### src/rtl/dot11_tx_sig_enc.sv
`default_nettype none
// ============================================================================
// Module      : dot11_tx_sig_enc
// Description : Legacy 802.11 SIGNAL field builder and K=7 rate-1/2
//               convolutional encoder with valid/ready pair output.
// Revision    : 1.0 - initial release
// ============================================================================

module dot11_tx_sig_enc (
    input  logic        clock,
    input  logic        rstn,
    input  logic        enable,
    input  logic        start,
    input  logic [3:0]  rate,
    input  logic [11:0] len,
    input  logic        out_ready,
    output logic        busy,
    output logic [23:0] sig_bits,
    output logic [1:0]  coded_out,
    output logic        coded_valid,
    output logic        done_strobe,
    output logic        rate_err_strobe
);

    // Tap masks over the window {s[5:0], b}: bit 0 is the current input bit,
    // bit i+1 is s[i].
    localparam logic [6:0] c_G0_TAPS  = 7'b1101101;
    localparam logic [6:0] c_G1_TAPS  = 7'b1001111;
    localparam logic [4:0] c_LAST_BIT = 5'd23;

    typedef enum logic [1:0] {
        ST_IDLE   = 2'd0,
        ST_ENCODE = 2'd1,
        ST_DONE   = 2'd2
    } state_t;

    state_t      state_q, state_d;
    logic [23:0] sig_q, sig_d;
    logic [5:0]  sreg_q, sreg_d;
    logic [4:0]  cnt_q, cnt_d;
    logic        rate_err_q, rate_err_d;

    logic        rate_legal;
    logic        parity;
    logic [23:0] sig_new;
    logic        cur_bit;
    logic [6:0]  window;

    // The eight legal legacy rate codes are exactly those with rate[3] set.
    assign rate_legal = rate[3];
    assign parity     = (^len) ^ (^rate);
    assign sig_new    = {6'b000000, parity, len, 1'b0, rate};
    assign cur_bit    = sig_q[cnt_q];
    assign window     = {sreg_q, cur_bit};

    always_comb begin
        state_d    = state_q;
        sig_d      = sig_q;
        sreg_d     = sreg_q;
        cnt_d      = cnt_q;
        rate_err_d = rate_err_q;
        if (enable) begin
            rate_err_d = 1'b0;
            case (state_q)
                ST_IDLE: begin
                    if (start) begin
                        if (rate_legal) begin
                            sig_d   = sig_new;
                            sreg_d  = 6'd0;
                            cnt_d   = 5'd0;
                            state_d = ST_ENCODE;
                        end else begin
                            rate_err_d = 1'b1;
                        end
                    end
                end
                ST_ENCODE: begin
                    if (out_ready) begin
                        sreg_d = {sreg_q[4:0], cur_bit};
                        if (cnt_q == c_LAST_BIT) begin
                            cnt_d   = 5'd0;
                            state_d = ST_DONE;
                        end else begin
                            cnt_d = cnt_q + 5'd1;
                        end
                    end
                end
                ST_DONE: begin
                    state_d = ST_IDLE;
                end
                default: begin
                    state_d = ST_IDLE;
                end
            endcase
        end
    end

    always_ff @(posedge clock or negedge rstn) begin
        if (!rstn) begin
            state_q    <= ST_IDLE;
            sig_q      <= 24'd0;
            sreg_q     <= 6'd0;
            cnt_q      <= 5'd0;
            rate_err_q <= 1'b0;
        end else begin
            state_q    <= state_d;
            sig_q      <= sig_d;
            sreg_q     <= sreg_d;
            cnt_q      <= cnt_d;
            rate_err_q <= rate_err_d;
        end
    end

    // Outputs decode directly from registered state, so reset clears them
    // immediately and a stall or freeze holds them without extra flops.
    assign busy            = (state_q != ST_IDLE);
    assign coded_valid     = (state_q == ST_ENCODE);
    assign done_strobe     = (state_q == ST_DONE);
    assign rate_err_strobe = rate_err_q;
    assign sig_bits        = sig_q;
    assign coded_out       = coded_valid ? {^(window & c_G1_TAPS), ^(window & c_G0_TAPS)}
                                         : 2'b00;

endmodule

`default_nettype wire
### config.mk
export PLATFORM = sky130hd
export DESIGN_NAME = dot11_tx_sig_enc
export DESIGN_NICKNAME = d
export VERILOG_FILES = /design/src/rtl/dot11_tx_sig_enc.sv
export SDC_FILE = /design/constraint.sdc
export NUM_CORES = 1
export LEC_CHECK = 0
export BUFFER_PORTS_ARGS = -buffer_cell sky130_fd_sc_hd__buf_2
export CORE_ASPECT_RATIO = 0.5
export CORE_MARGIN = 3
export CORE_UTILIZATION = 50
export DETAILED_ROUTE_END_ITERATION = 7
export HOLD_SLACK_MARGIN = 0.05
export PLACE_DENSITY = 0.79
export SLEW_MARGIN = 20
export SYNTH_ARGS = -nofsm -noshare
export SYNTH_HDL_FRONTEND = slang
export SYNTH_SLANG_ARGS = --single-unit
### constraint.sdc
create_clock -name clock -period 7.1 [get_ports clock]
set_input_delay 0.355 -clock clock [delete_from_list [all_inputs] [get_ports clock]]
set_output_delay 0.355 -clock clock [all_outputs]
set_load 0.005 [all_outputs]
==> results of run 1 <==
per-layer routing:
metal  up-vias  global-route usage, %
li1        611                      -
met1       594                   22.9
met2        34                   27.4
met3         7                   5.97
met4         0                   6.38
met5         -                      0
layout make-up:
class                           instances  share of cell area, %
Inverter                                3                  0.544
Tap cell                               48                   2.90
Timing Repair Buffer                   44                   10.8
Sequential cell                        31                   37.5
Multi-Input combinational cell        108                   44.2
Clock inverter                          3                  0.726
Clock buffer                            5                   3.33
registers in the layout, summed over array words and instances, names as in the netlist:
register / flops
sig_bits: 17
state_q: 2
rate_err_strobe: 1
cnt_q: 5
sreg_q: 6
stage by stage:
stage / utilization [%] / power, mW / hold WS, ns / setup WS, ns
finish: 64.9 / 0.530 / 0.108 / 3.89
global route: 64.9 / 0.566 / 0.161 / 3.73
CTS: 64.9 / 0.537 / 0.134 / 3.87
detailed placement: 62.2 / 0.403 / 0.438 / 4.19
global placement: 62.2 / 0.398 / 0.432 / 4.23
floorplan: - / 0.362 / 0.0594 / 4.50
cells in the final DEF, fill, tap and decap left out, types with 2 or more instances in the layout:
| master | n |
|---|---|
| sky130_fd_sc_hd__a21oi_1 | 3 |
| sky130_fd_sc_hd__a22o_1 | 7 |
| sky130_fd_sc_hd__buf_2 | 43 |
| sky130_fd_sc_hd__clkbuf_8 | 5 |
| sky130_fd_sc_hd__clkinv_2 | 3 |
| sky130_fd_sc_hd__conb_1 | 7 |
| sky130_fd_sc_hd__dfrtp_1 | 31 |
| sky130_fd_sc_hd__inv_1 | 3 |
| sky130_fd_sc_hd__mux2_2 | 19 |
| sky130_fd_sc_hd__mux2i_1 | 6 |
| sky130_fd_sc_hd__mux4_1 | 2 |
| sky130_fd_sc_hd__nand2_1 | 12 |
| sky130_fd_sc_hd__nand2b_1 | 3 |
| sky130_fd_sc_hd__nand3_1 | 3 |
| sky130_fd_sc_hd__nand3b_1 | 2 |
| sky130_fd_sc_hd__nor2_1 | 2 |
| sky130_fd_sc_hd__nor2b_1 | 3 |
| sky130_fd_sc_hd__o21ai_0 | 4 |
| sky130_fd_sc_hd__or2_2 | 3 |
| sky130_fd_sc_hd__or4_1 | 2 |
| sky130_fd_sc_hd__xnor2_1 | 13 |
| sky130_fd_sc_hd__xor2_1 | 2 |
report_power, final:
group / switching, mW / leakage, nW / internal (mW) / total (mW)
logic: 0.0638 / 0.596 / 0.100 / 0.164
registers: 0.0341 / 0.409 / 0.200 / 0.234
clock network: 0.0656 / 0.0477 / 0.0669 / 0.132
total: 0.164 / 1.05 / 0.367 / 0.530
how the worst max path moves through the flow:
stage,slack (ns),end,from
5_1_grt,3.73,coded_out[0],cnt_q[0]
3_3_place_gp,4.23,coded_out[0],cnt_q[0]
3_5_place_dp,4.19,coded_out[1],cnt_q[0]
2_1_floorplan,4.50,coded_out[0],cnt_q[0]
6_report,3.89,coded_out[1],cnt_q[0]
4_1_cts,3.87,coded_out[1],cnt_q[0]
logic make-up (layout without fill, tap and decap cells):
family	after synthesis	count (layout)
multiplexers	29	29
buffers and inverters	16	55
adder cells (fa/ha/maj)	1	1
AO/OA/AOI/OAI	19	19
flip-flops	31	31
other	1	7
AND/OR/NAND/NOR	36	36
XOR/XNOR	16	16
worst reg2reg max path, cell delays in order, from the launching register on:
cell,delay (ns)
sky130_fd_sc_hd__dfrtp_1,0.57
sky130_fd_sc_hd__mux4_1,0.59
sky130_fd_sc_hd__mux2_2,0.31
sky130_fd_sc_hd__mux2i_1,0.13
sky130_fd_sc_hd__o21ai_0,0.09
sky130_fd_sc_hd__a22o_1,0.20
==> results.md, run 1 <==
* **run status** completed
* **setup total negative slack** 0 ns
* **count of nets after finishing** 215
* **dominant combinational cell family by area after synthesis** multiplexers
* **vias per cell** 5.15
* **Slew @ Worst Pin** 0.687 ns
* **Core Footprint** 0.00319 mm²
* **crit path buf inv count** 1
* **area of the mapped netlist** 0.00176 mm²
* **maximum cell stage delay along the critical path** 0.59 ns
* **DRC violation total after the first TritonRoute iteration** 75
* **starting density of the core** 55.3%
* **# resized after CTS** 0
* **source-to-sink clock delay at the later pin of the worst-skew pair** 0.28 ns
* **Final Hold Fails** 0
* **number of slew-limit violations in the final report** 0
* **share of cell area taken by muxes after synthesis** 20.7%
* **Setup crit start kind** flip-flop
* **remaining global-route overflow** 0
* **number of buffer cells added on primary ports** 43
* **simple-gate share of the synthesized area** 11.4%
* **number of nets still failing antenna checks after routing** 0
* **cell chain of the critical path** mux4_1 > mux2_2 > mux2_4 > a2111oi_4 > mux2i_1 > buf_2
* **standby leakage power** 1.05 nW
* **power density of the placed cells** 256 mW/mm²
* **DR vias** 1246
* **Top delay family on crit path** multiplexers
* **count of cell instances traversed by the critical path** 6
* **leading cell type by number of instances after synthesis** sky130_fd_sc_hd__dfrtp_1
* **R2R setup slack** 5.08 ns
* **share of post-route cells with drive strength above 1** 40.7%
* **cell with the largest stage delay on the worst path** sky130_fd_sc_hd__mux4_1
* **relative slew slack** 54.2%
* **Vert. Die Dim** 48.0 µm
* **area added between synthesis and finish** 17.4%
* **root cell of the clock tree** sky130_fd_sc_hd__clkbuf_8
* **hold_buf cts** 0
* **initial antenna violation count** 0
* **horizontal extent of the die** 89.9 µm
* **FF-to-FF Start** cnt_q[0]
* **Final Cell Area** 0.00207 mm²
* **top cell types by occurrence after synthesis** sky130_fd_sc_hd__dfrtp_1, sky130_fd_sc_hd__mux2_2, sky130_fd_sc_hd__xnor2_1, sky130_fd_sc_hd__nand2_1
* **ys flop type** sky130_fd_sc_hd__dfrtp_1
* **number of flops mapped to enable cells by yosys** 0
* **Unique masters post-synth** 37
* **number of inserted filler cells in the final layout** 264
* **Adder-Cell Fraction of Synth Area** 0.710%
* **share of synthesized area occupied by flip-flops and latches** 44.0%
* **worst path arrival time** 2.85 ns
* **max-cap violations** 0
* **post-synthesis sequential element count** 31
* **Setup-failing EPs final** 0
* **xor and xnor area share after synthesis** 8.81%
* **Layout Cells excl Fill** 242
* **top fanout value on the critical path** 11
* **pin count of the biggest net entering global routing** 32
* **Clock transition at path regs** 0.07 ns
* **footprint of the multi-input gates** 915 µm²
* **number of global-route vias before repair** 1137
* **clk sink count** 31
* **critical register-to-register path endpoint** sreg_q[0]
* **routed len/inst** 14.1 µm
* **Worst Reg2Reg Path Length in Cells** 5
* **worst-case clock buffer depth** 2
* **Setup Crit Path Kind** flip-flop to primary output
* **Detail Route met3 WL** 207 µm
* **final antenna diode count** 0
* **cts bufs inserted** 5
* **final critical path time including I/O delays and setup** 3.21 ns
* **final wirelength** 3420 µm
* **kind of end point of the critical path** primary output
* **main area contributors after synthesis** sky130_fd_sc_hd__dfrtp_1, sky130_fd_sc_hd__mux2_2, sky130_fd_sc_hd__xnor2_1
* **highest signal layer in the routed design** met4
* **setup repair after global routing missed its margin** no
* **Global Route Usage Sum** 17.3%
* **met1 wire length** 1700 µm
* **count of yosys warnings during synthesis** 0
* **fin crit share** 45.2%
* **maximum level of the CTS H-tree** 2
* **compound-cell area share of the yosys netlist** 8.88%
* **detailed route wirelength on metal2** 1460 µm
* **total area of sequential cells** 776 µm²
* **area of the die** 0.00431 mm²
* **maximum vdd ir drop** 118 µV
* **Post-CTS Setup Inserts** 0
* **site row count** 14
* **clock skew** 0.00792 ns
* **Post-Synthesis Mean Instance Area** 11.8 µm²
* **placed inst area** 0.00198 mm²
* **HPWL after detailed placement** 2550 µm
* **fraction of post-synthesis cell area in the top cell type by area** 44.0%
* **cell type with the highest aggregate area in the netlist** sky130_fd_sc_hd__dfrtp_1
* **wire length of the first global-routing pass** 5600 µm
* **clock tree from TritonCTS** done
* **number of remaining DRC errors** 0
* **number of iterations in the first detailed-routing pass** 4
* **total instance count after detailed placement** 234
* **number of standard cells after synthesis** 149
* **final weighted congestion in routability-driven placement** 0.790
* **total I/O pin count** 51
* **data required time at the worst endpoint** 6.74 ns
* **ys async rst share** 100%
* **worst min-delay path class** input port to asynchronous set/reset pin
* **Max Fclk** 312 MHz
Power figures use the tool's default switching activity.
==> inputs of run 2 (changes only) <==
ABC_AREA = 1   (was not set)
clock period = 3.2 ns   (was 7.1 ns; I/O delays follow)
==> results.md, run 2 <==
* **Post-Synthesis Mean Instance Area** 8.44 µm², was 11.8 µm²
* **top cell types by occurrence after synthesis** sky130_fd_sc_hd__nand2_1, sky130_fd_sc_hd__dfrtp_1, sky130_fd_sc_hd__inv_1, sky130_fd_sc_hd__nand3_1, sky130_fd_sc_hd__o21ai_2, was sky130_fd_sc_hd__dfrtp_1, sky130_fd_sc_hd__mux2_2, sky130_fd_sc_hd__xnor2_1, sky130_fd_sc_hd__nand2_1
* **Layout Cells excl Fill** 321, was 242
* **total I/O pin count** 51, unchanged
* **number of standard cells after synthesis** 222, was 149
* **Slew @ Worst Pin** 0.703 ns, was 0.687 ns
* **Worst Reg2Reg Path Length in Cells** 6, was 5
* **site row count** 15, was 14
* **met2 GRT Util** 30.9%, was 27.4%
* **ys flop type** sky130_fd_sc_hd__dfrtp_1, unchanged
* **Post-CTS Setup Inserts** 0, unchanged
* **number of iterations in the first detailed-routing pass** 4, unchanged
* **number of slew-limit violations in the final report** 0, unchanged
* **area of the die** 0.00456 mm², was 0.00431 mm²
* **main area contributors after synthesis** sky130_fd_sc_hd__dfrtp_1, sky130_fd_sc_hd__nand2_1, sky130_fd_sc_hd__o21ai_2, was sky130_fd_sc_hd__dfrtp_1, sky130_fd_sc_hd__mux2_2, sky130_fd_sc_hd__xnor2_1
* **setup total negative slack** 0 ns, unchanged
* **worst-case clock buffer depth** 2, unchanged
* **share of synthesized area occupied by flip-flops and latches** 41.4%, was 44.0%
* **maximum vdd ir drop** 302 µV, was 118 µV
* **HPWL after detailed placement** 2950 µm, was 2550 µm
* **initial antenna violation count** 0, unchanged
* **number of remaining DRC errors** 0, unchanged
* **Setup crit start kind** flip-flop, unchanged
* **DR vias** 1564, was 1246
* **worst path arrival time** 2.03 ns, was 2.85 ns
* **post-synthesis sequential element count** 31, unchanged
* **ys async rst share** 100%, unchanged
* **source-to-sink clock delay at the later pin of the worst-skew pair** 0.28 ns, about the same
* **count of nets after finishing** 291, was 215
* **final wirelength** 3940 µm, was 3420 µm
* **vias per cell** 4.87, was 5.15
* **max-cap violations** 0, unchanged
* **maximum level of the CTS H-tree** 2, unchanged
* **clock tree from TritonCTS** done, unchanged
* **Core Footprint** 0.00351 mm², was 0.00319 mm²
* **worst min-delay path class** input port to flip-flop, was input port to asynchronous set/reset pin
* **run status** completed, unchanged
* **Max Fclk** 456 MHz
* **worst hold stages** 3
* **relative slew slack** 53.1%, was 54.2%
* **kind of end point of the critical path** primary output, unchanged
* **starting density of the core** 53.4%, was 55.3%
* **pin count of the biggest net entering global routing** 32, unchanged
* **Setup-failing EPs final** 0, unchanged
* **power density of the placed cells** 904 mW/mm², was 256 mW/mm²
* **wire length of the first global-routing pass** 6700 µm, was 5600 µm
* **Vert. Die Dim** 49.3 µm, was 48.0 µm
* **clock skew** 0.0105 ns, was 0.00792 ns
* **DRC violation total after the first TritonRoute iteration** 85, was 75
* **horizontal extent of the die** 92.6 µm, was 89.9 µm
* **number of flip-flops under the largest register name** 17, unchanged
* **most common cell after layout, fill and taps aside** sky130_fd_sc_hd__nand2_1, was sky130_fd_sc_hd__buf_2
* **met3 Track Usage GR** 4.78%, was 5.97%
* **Unique masters post-synth** 31, was 37
* **root cell of the clock tree** sky130_fd_sc_hd__clkbuf_8, unchanged
* **top fanout value on the critical path** 16, was 11
* **number of global-route vias before repair** 1445, was 1137
* **area of the mapped netlist** 0.00187 mm², was 0.00176 mm²
* **final antenna diode count** 0, unchanged
* **number of nets still failing antenna checks after routing** 0, unchanged
* **standby leakage power** 1.11 nW, was 1.05 nW
* **commonest cells after routing, fill and taps aside** sky130_fd_sc_hd__nand2_1, sky130_fd_sc_hd__buf_2, sky130_fd_sc_hd__dfrtp_1, was sky130_fd_sc_hd__buf_2, sky130_fd_sc_hd__dfrtp_1, sky130_fd_sc_hd__mux2_2
* **final weighted congestion in routability-driven placement** 0.848, was 0.790
* **final critical path time including I/O delays and setup** 2.19 ns
* **number of flops mapped to enable cells by yosys** 0, unchanged
* **number of buffer cells added on primary ports** 43, unchanged
* **Setup Crit Path Kind** flip-flop to primary output, unchanged
* **share of post-route cells with drive strength above 1** 31.5%, was 40.7%
* **fin crit share** 68.5%
* **cell type with the highest aggregate area in the netlist** sky130_fd_sc_hd__dfrtp_1, unchanged
* **fraction of post-synthesis cell area in the top cell type by area** 41.4%, was 44.0%
* **setup repair after global routing missed its margin** no, unchanged
* **Clock transition at path regs** 0.07 ns, about the same
* **area added between synthesis and finish** 17.2%, was 17.4%
* **Final Hold Fails** 0, unchanged
* **Global Route Usage Sum** 19.0%, was 17.3%
* **data required time at the worst endpoint** 3.04 ns, was 6.74 ns
* **leading cell type by number of instances after synthesis** sky130_fd_sc_hd__nand2_1, was sky130_fd_sc_hd__dfrtp_1
* **remaining global-route overflow** 0, unchanged
* **count of yosys warnings during synthesis** 0, unchanged
* **cts bufs inserted** 5, unchanged
* **routed len/inst** 12.3 µm, was 14.1 µm
* **total instance count after detailed placement** 312, was 234
* **most used routing layer** met2, unchanged
* **global routing met1 resource utilization** 24.2%, was 22.9%
* **clk sink count** 31, unchanged
[run 2: metrics by stage]
step | setup slack [ns] | hold WS (ns) | util, % | total power, mW | area [µm²]
after floorplan | 1.68 | -0.136 | - | 1.39 | 1900
after global placement | 1.39 | 0.233 | 59.4 | 1.61 | 2080
after detailed placement | 1.33 | 0.247 | 59.4 | 1.65 | 2080
after CTS | 1.01 | 0.101 | 62.5 | 2.00 | 2190
after global routing | 0.807 | 0.111 | 62.5 | 2.17 | 2190
final | 1.01 | 0.105 | 62.5 | 1.98 | 2190
[run 2: path summary, 6_finish.rpt]
| check | from | to | slack [ns] |
|---|---|---|---|
| worst max-delay path | cnt_q[0] | coded_out[0] | 1.01 |
| worst min-delay path | len[8] | sig_bits[13] | 0.10 |
| worst max register to register | cnt_q[0] | state_q[1] | 1.50 |
| worst min register to register | sig_bits[3] | sig_bits[3] | 0.49 |
| max in group asynchronous | rstn | sreg_q[3] | 2.28 |
| min in group asynchronous | rstn | sig_bits[14] | 0.45 |
[run 2: cell families after synthesis]
family	synth area share, %
AOI/OAI and AO/OA	13.0
xor gates and xnor gates	7.95
adders and majority gates	0.668
buffers and inverters	12.6
DFF	41.4
other	0.200
and+or+nand+nor	24.2
[run 2: cell type report]
type | instances | area, µm²
timing repair buffer | 45 | 233
fill | 316 | 1320
multi-input combinational | 151 | 883
tap | 51 | 63.8
clock buffer | 8 | 100
inverter | 35 | 139
sequential | 31 | 776
[run 2: metal layers]
layer | vias to the layer above | wire length [µm]
li1 | 785 | -
met1 | 736 | 1800
met2 | 36 | 1870
met3 | 7 | 204
met4 | 0 | 67
met5 | - | 0
[run 2: where the power goes]
group	leakage [nW]	total [mW]	switching, mW	internal (mW)
registers	0.395	0.660	0.123	0.537
clock network	0.0515	0.343	0.147	0.196
logic	0.661	0.981	0.584	0.397
total	1.11	1.98	0.854	1.13
[run 2: repair_timing]
action | 4_1_cts | 5_1_grt
resized for setup | 0 | 0
hold buffers | 1 | 0
hold endpoints to repair | 31 | 0
[run 2: worst max-delay path, cell delays in order, from the launching register on]
cell and delay, ns:
sky130_fd_sc_hd__dfrtp_1 0.57, sky130_fd_sc_hd__or2_2 0.37, sky130_fd_sc_hd__nand3_1 0.07, sky130_fd_sc_hd__nand3_1 0.06, sky130_fd_sc_hd__nand3_1 0.07, sky130_fd_sc_hd__nand2_1 0.07, sky130_fd_sc_hd__nand2_2 0.09, sky130_fd_sc_hd__nand2_2 0.07
sky130_fd_sc_hd__nand2_1 0.07, sky130_fd_sc_hd__nand2_1 0.06, sky130_fd_sc_hd__nor2_1 0.09, sky130_fd_sc_hd__nor2_1 0.05, sky130_fd_sc_hd__buf_2 0.12
==> inputs of run 3 (changes only) <==
ABC_AREA = 0   (was 1)
clock period = 2.3 ns   (was 3.2 ns; I/O delays follow)
==> results.md, run 3 (synthesis results as in run 1) <==
* **internal cell power** 1.22 mW, was 1.13 mW
* **final critical path time including I/O delays and setup** 2.69 ns
* **wire length of the first global-routing pass** 6310 µm, was 6700 µm
* **clock skew** 0.00278 ns, was 0.0105 ns
* **starting density of the core** 55.3%, was 53.4%
* **post-route total power** 1.76 mW, was 1.98 mW
* **relative contribution of combinational cells to total power** 36.0%, was 49.4%
* **R2R setup slack** 0.25 ns, was 1.50 ns
* **Final Hold Fails** 0, unchanged
* **Global Route Usage Sum** 19.4%, was 19.0%
* **area of the die** 0.00431 mm², was 0.00456 mm²
* **FF-to-FF Start** cnt_q[0], unchanged
* **Clock transition at path regs** 0.06 ns, was 0.07 ns
* **horizontal extent of the die** 89.9 µm, was 92.6 µm
* **critical register-to-register path endpoint** sreg_q[0], was state_q[1]
* **total I/O pin count** 51, unchanged
* **number of nets still failing antenna checks after routing** 0, unchanged
* **cts bufs inserted** 5, unchanged
* **number of buffer cells added on primary ports** 43, unchanged
* **top fanout value on the critical path** 2, was 16
* **worst min-delay path class** input port to flip-flop, unchanged
* **Setup-failing EPs final** 2, was 0
* **max-cap violations** 0, unchanged
* **Slew @ Worst Pin** 0.703 ns, about the same
* **worst hold stages** 2, was 3
* **run status** finished, violations left, was completed
* **clock tree from TritonCTS** done, unchanged
* **kind of end point of the critical path** primary output, unchanged
* **Setup WS post-layout** -0.389 ns, was 1.01 ns
* **site row count** 14, was 15
* **Hold Crit Start** rate[3], was len[8]
* **final weighted congestion in routability-driven placement** 0.792, was 0.848
* **Worst Reg2Reg Path Length in Cells** 7, was 6
* **number of flip-flops under the largest register name** 17, unchanged
* **Max Fclk** 372 MHz
* **count of nets after finishing** 232, was 291
* **maximum level of the CTS H-tree** 2, unchanged
* **DR vias** 1326, was 1564
* **Setup crit start kind** flip-flop, unchanged
* **launching instance or port of the critical path** cnt_q[0], unchanged
* **worst path arrival time** 2.57 ns, was 2.03 ns
* **area added between synthesis and finish** 25.3%, was 17.2%
* **initial antenna violation count** 0, unchanged
* **maximum vdd ir drop** 428 µV, was 302 µV
* **sw frac** 30.6%, was 43.1%
* **number of remaining DRC errors** 0, unchanged
* **relative slew slack** 53.1%, about the same
* **worst setup path end** coded_out[1], was coded_out[0]
* **worst-case clock buffer depth** 2, unchanged
* **final antenna diode count** 0, unchanged
* **Core Footprint** 0.00319 mm², was 0.00351 mm²
* **root cell of the clock tree** sky130_fd_sc_hd__clkbuf_8, unchanged
* **data required time at the worst endpoint** 2.18 ns, was 3.04 ns
* **routed len/inst** 14.7 µm, was 12.3 µm
* **footprint of the multi-input gates** 916 µm², was 883 µm²
* **source-to-sink clock delay at the later pin of the worst-skew pair** 0.29 ns, was 0.28 ns
* **Setup Crit Path Kind** flip-flop to primary output, unchanged
* **DRC violation total after the first TritonRoute iteration** 94, was 85
* **power density of the placed cells** 799 mW/mm², was 904 mW/mm²
* **standby leakage power** 1.13 nW, was 1.11 nW
* **HPWL after detailed placement** 2790 µm, was 2950 µm
* **number of inserted filler cells in the final layout** 249, was 316
* **number of iterations in the first detailed-routing pass** 4, unchanged
* **net switching component of the power** 0.539 mW, was 0.854 mW
* **final wirelength** 3790 µm, was 3940 µm
* **Clock power frac** 24.9%, was 17.3%
* **clk sink count** 31, unchanged
* **share of post-route cells with drive strength above 1** 46.2%, was 31.5%
* **Vert. Die Dim** 48.0 µm, was 49.3 µm
* **number of global-route vias before repair** 1298, was 1445
* **vias per cell** 5.14, was 4.87
* **commonest cells after routing, fill and taps aside** sky130_fd_sc_hd__buf_2, sky130_fd_sc_hd__dfrtp_1, sky130_fd_sc_hd__mux2_2, was sky130_fd_sc_hd__nand2_1, sky130_fd_sc_hd__buf_2, sky130_fd_sc_hd__dfrtp_1
* **proportion of power drawn by flip-flops and latches** 39.1%, was 33.3%
* **setup total negative slack** -0.774 ns, was 0 ns
* **fin crit share** 117%
* **total area of sequential cells** 776 µm², unchanged
* **most common cell after layout, fill and taps aside** sky130_fd_sc_hd__buf_2, was sky130_fd_sc_hd__nand2_1
* **violations in the final reports** setup timing
* **number of slew-limit violations in the final report** 0, unchanged
* **pin count of the biggest net entering global routing** 32, unchanged
* **remaining global-route overflow** 0, unchanged
* **setup repair after global routing missed its margin** yes, was no
==> run 3: layout make-up <==
cell class,count,area share [%]
inverter,3,0.510
clock buffer,6,3.74
sequential,31,35.1
timing repair buffer,61,16.2
tap,48,2.72
multi-input combinational,108,41.5
clock inverter,1,0.227
==> run 3: worst max-delay path, cell delays in order (launching register included) <==
cell                        delay (ns)
sky130_fd_sc_hd__dfrtp_1          0.37
sky130_fd_sc_hd__buf_6            0.11
sky130_fd_sc_hd__mux4_2           0.48
sky130_fd_sc_hd__mux2_4           0.29
sky130_fd_sc_hd__mux2_4           0.31
sky130_fd_sc_hd__a2111oi_4        0.38
sky130_fd_sc_hd__mux2i_1          0.22
sky130_fd_sc_hd__buf_2            0.13
==> run 3: how the worst min path moves through the flow <==
stage                           end  slack, ns
floorplan                  cnt_q[0]      -0.18
global placement        sig_bits[2]       0.20
detailed placement      sig_bits[2]       0.20
CTS                 rate_err_strobe       0.07
global route        rate_err_strobe       0.07
finish              rate_err_strobe       0.08
==> run 3: routing by layer <==
| layer | GRT usage [%] | vias to the layer above | wire length [µm] |
|---|---|---|---|
| met3 | 5.49 | 10 | 201 |
| li1 | - | 632 | - |
| met4 | 8.51 | 0 | 89 |
| met2 | 35.0 | 48 | 1760 |
| met5 | 0 | - | 0 |
| met1 | 23.2 | 636 | 1740 |
==> run 3: power groups by stage <==
stage                     clock (mW)  sequential, mW  combinational (mW)
after floorplan                    0           0.684               0.436
after global placement             0           0.696               0.600
after detailed placement           0           0.701               0.618
after CTS                      0.442           0.691               0.626
after global routing           0.477           0.701               0.697
final                          0.438           0.689               0.635
==> run 3: timing repair <==
item,4_1_cts,5_1_grt
buffers inserted,0,1
pin swaps,1,1
hold buffers,1,0
endpoints found under the setup margin,2,2
gates resized for setup,2,1
hold endpoints to repair,31,0
==> run 3: stage by stage <==
stage / hold WS, ns / cells / utilization, % / setup slack, ns / instance area, µm²
2_1_floorplan: -0.181 / 155 / - / 0.00297 / 1780
3_3_place_gp: 0.195 / 249 / 65.8 / -0.0936 / 2100
3_5_place_dp: 0.199 / 249 / 65.8 / -0.127 / 2100
4_1_cts: 0.0720 / 257 / 68.9 / -0.373 / 2200
5_1_grt: 0.0723 / 258 / 69.2 / -0.497 / 2210
6_report: 0.0768 / 258 / 69.2 / -0.389 / 2210
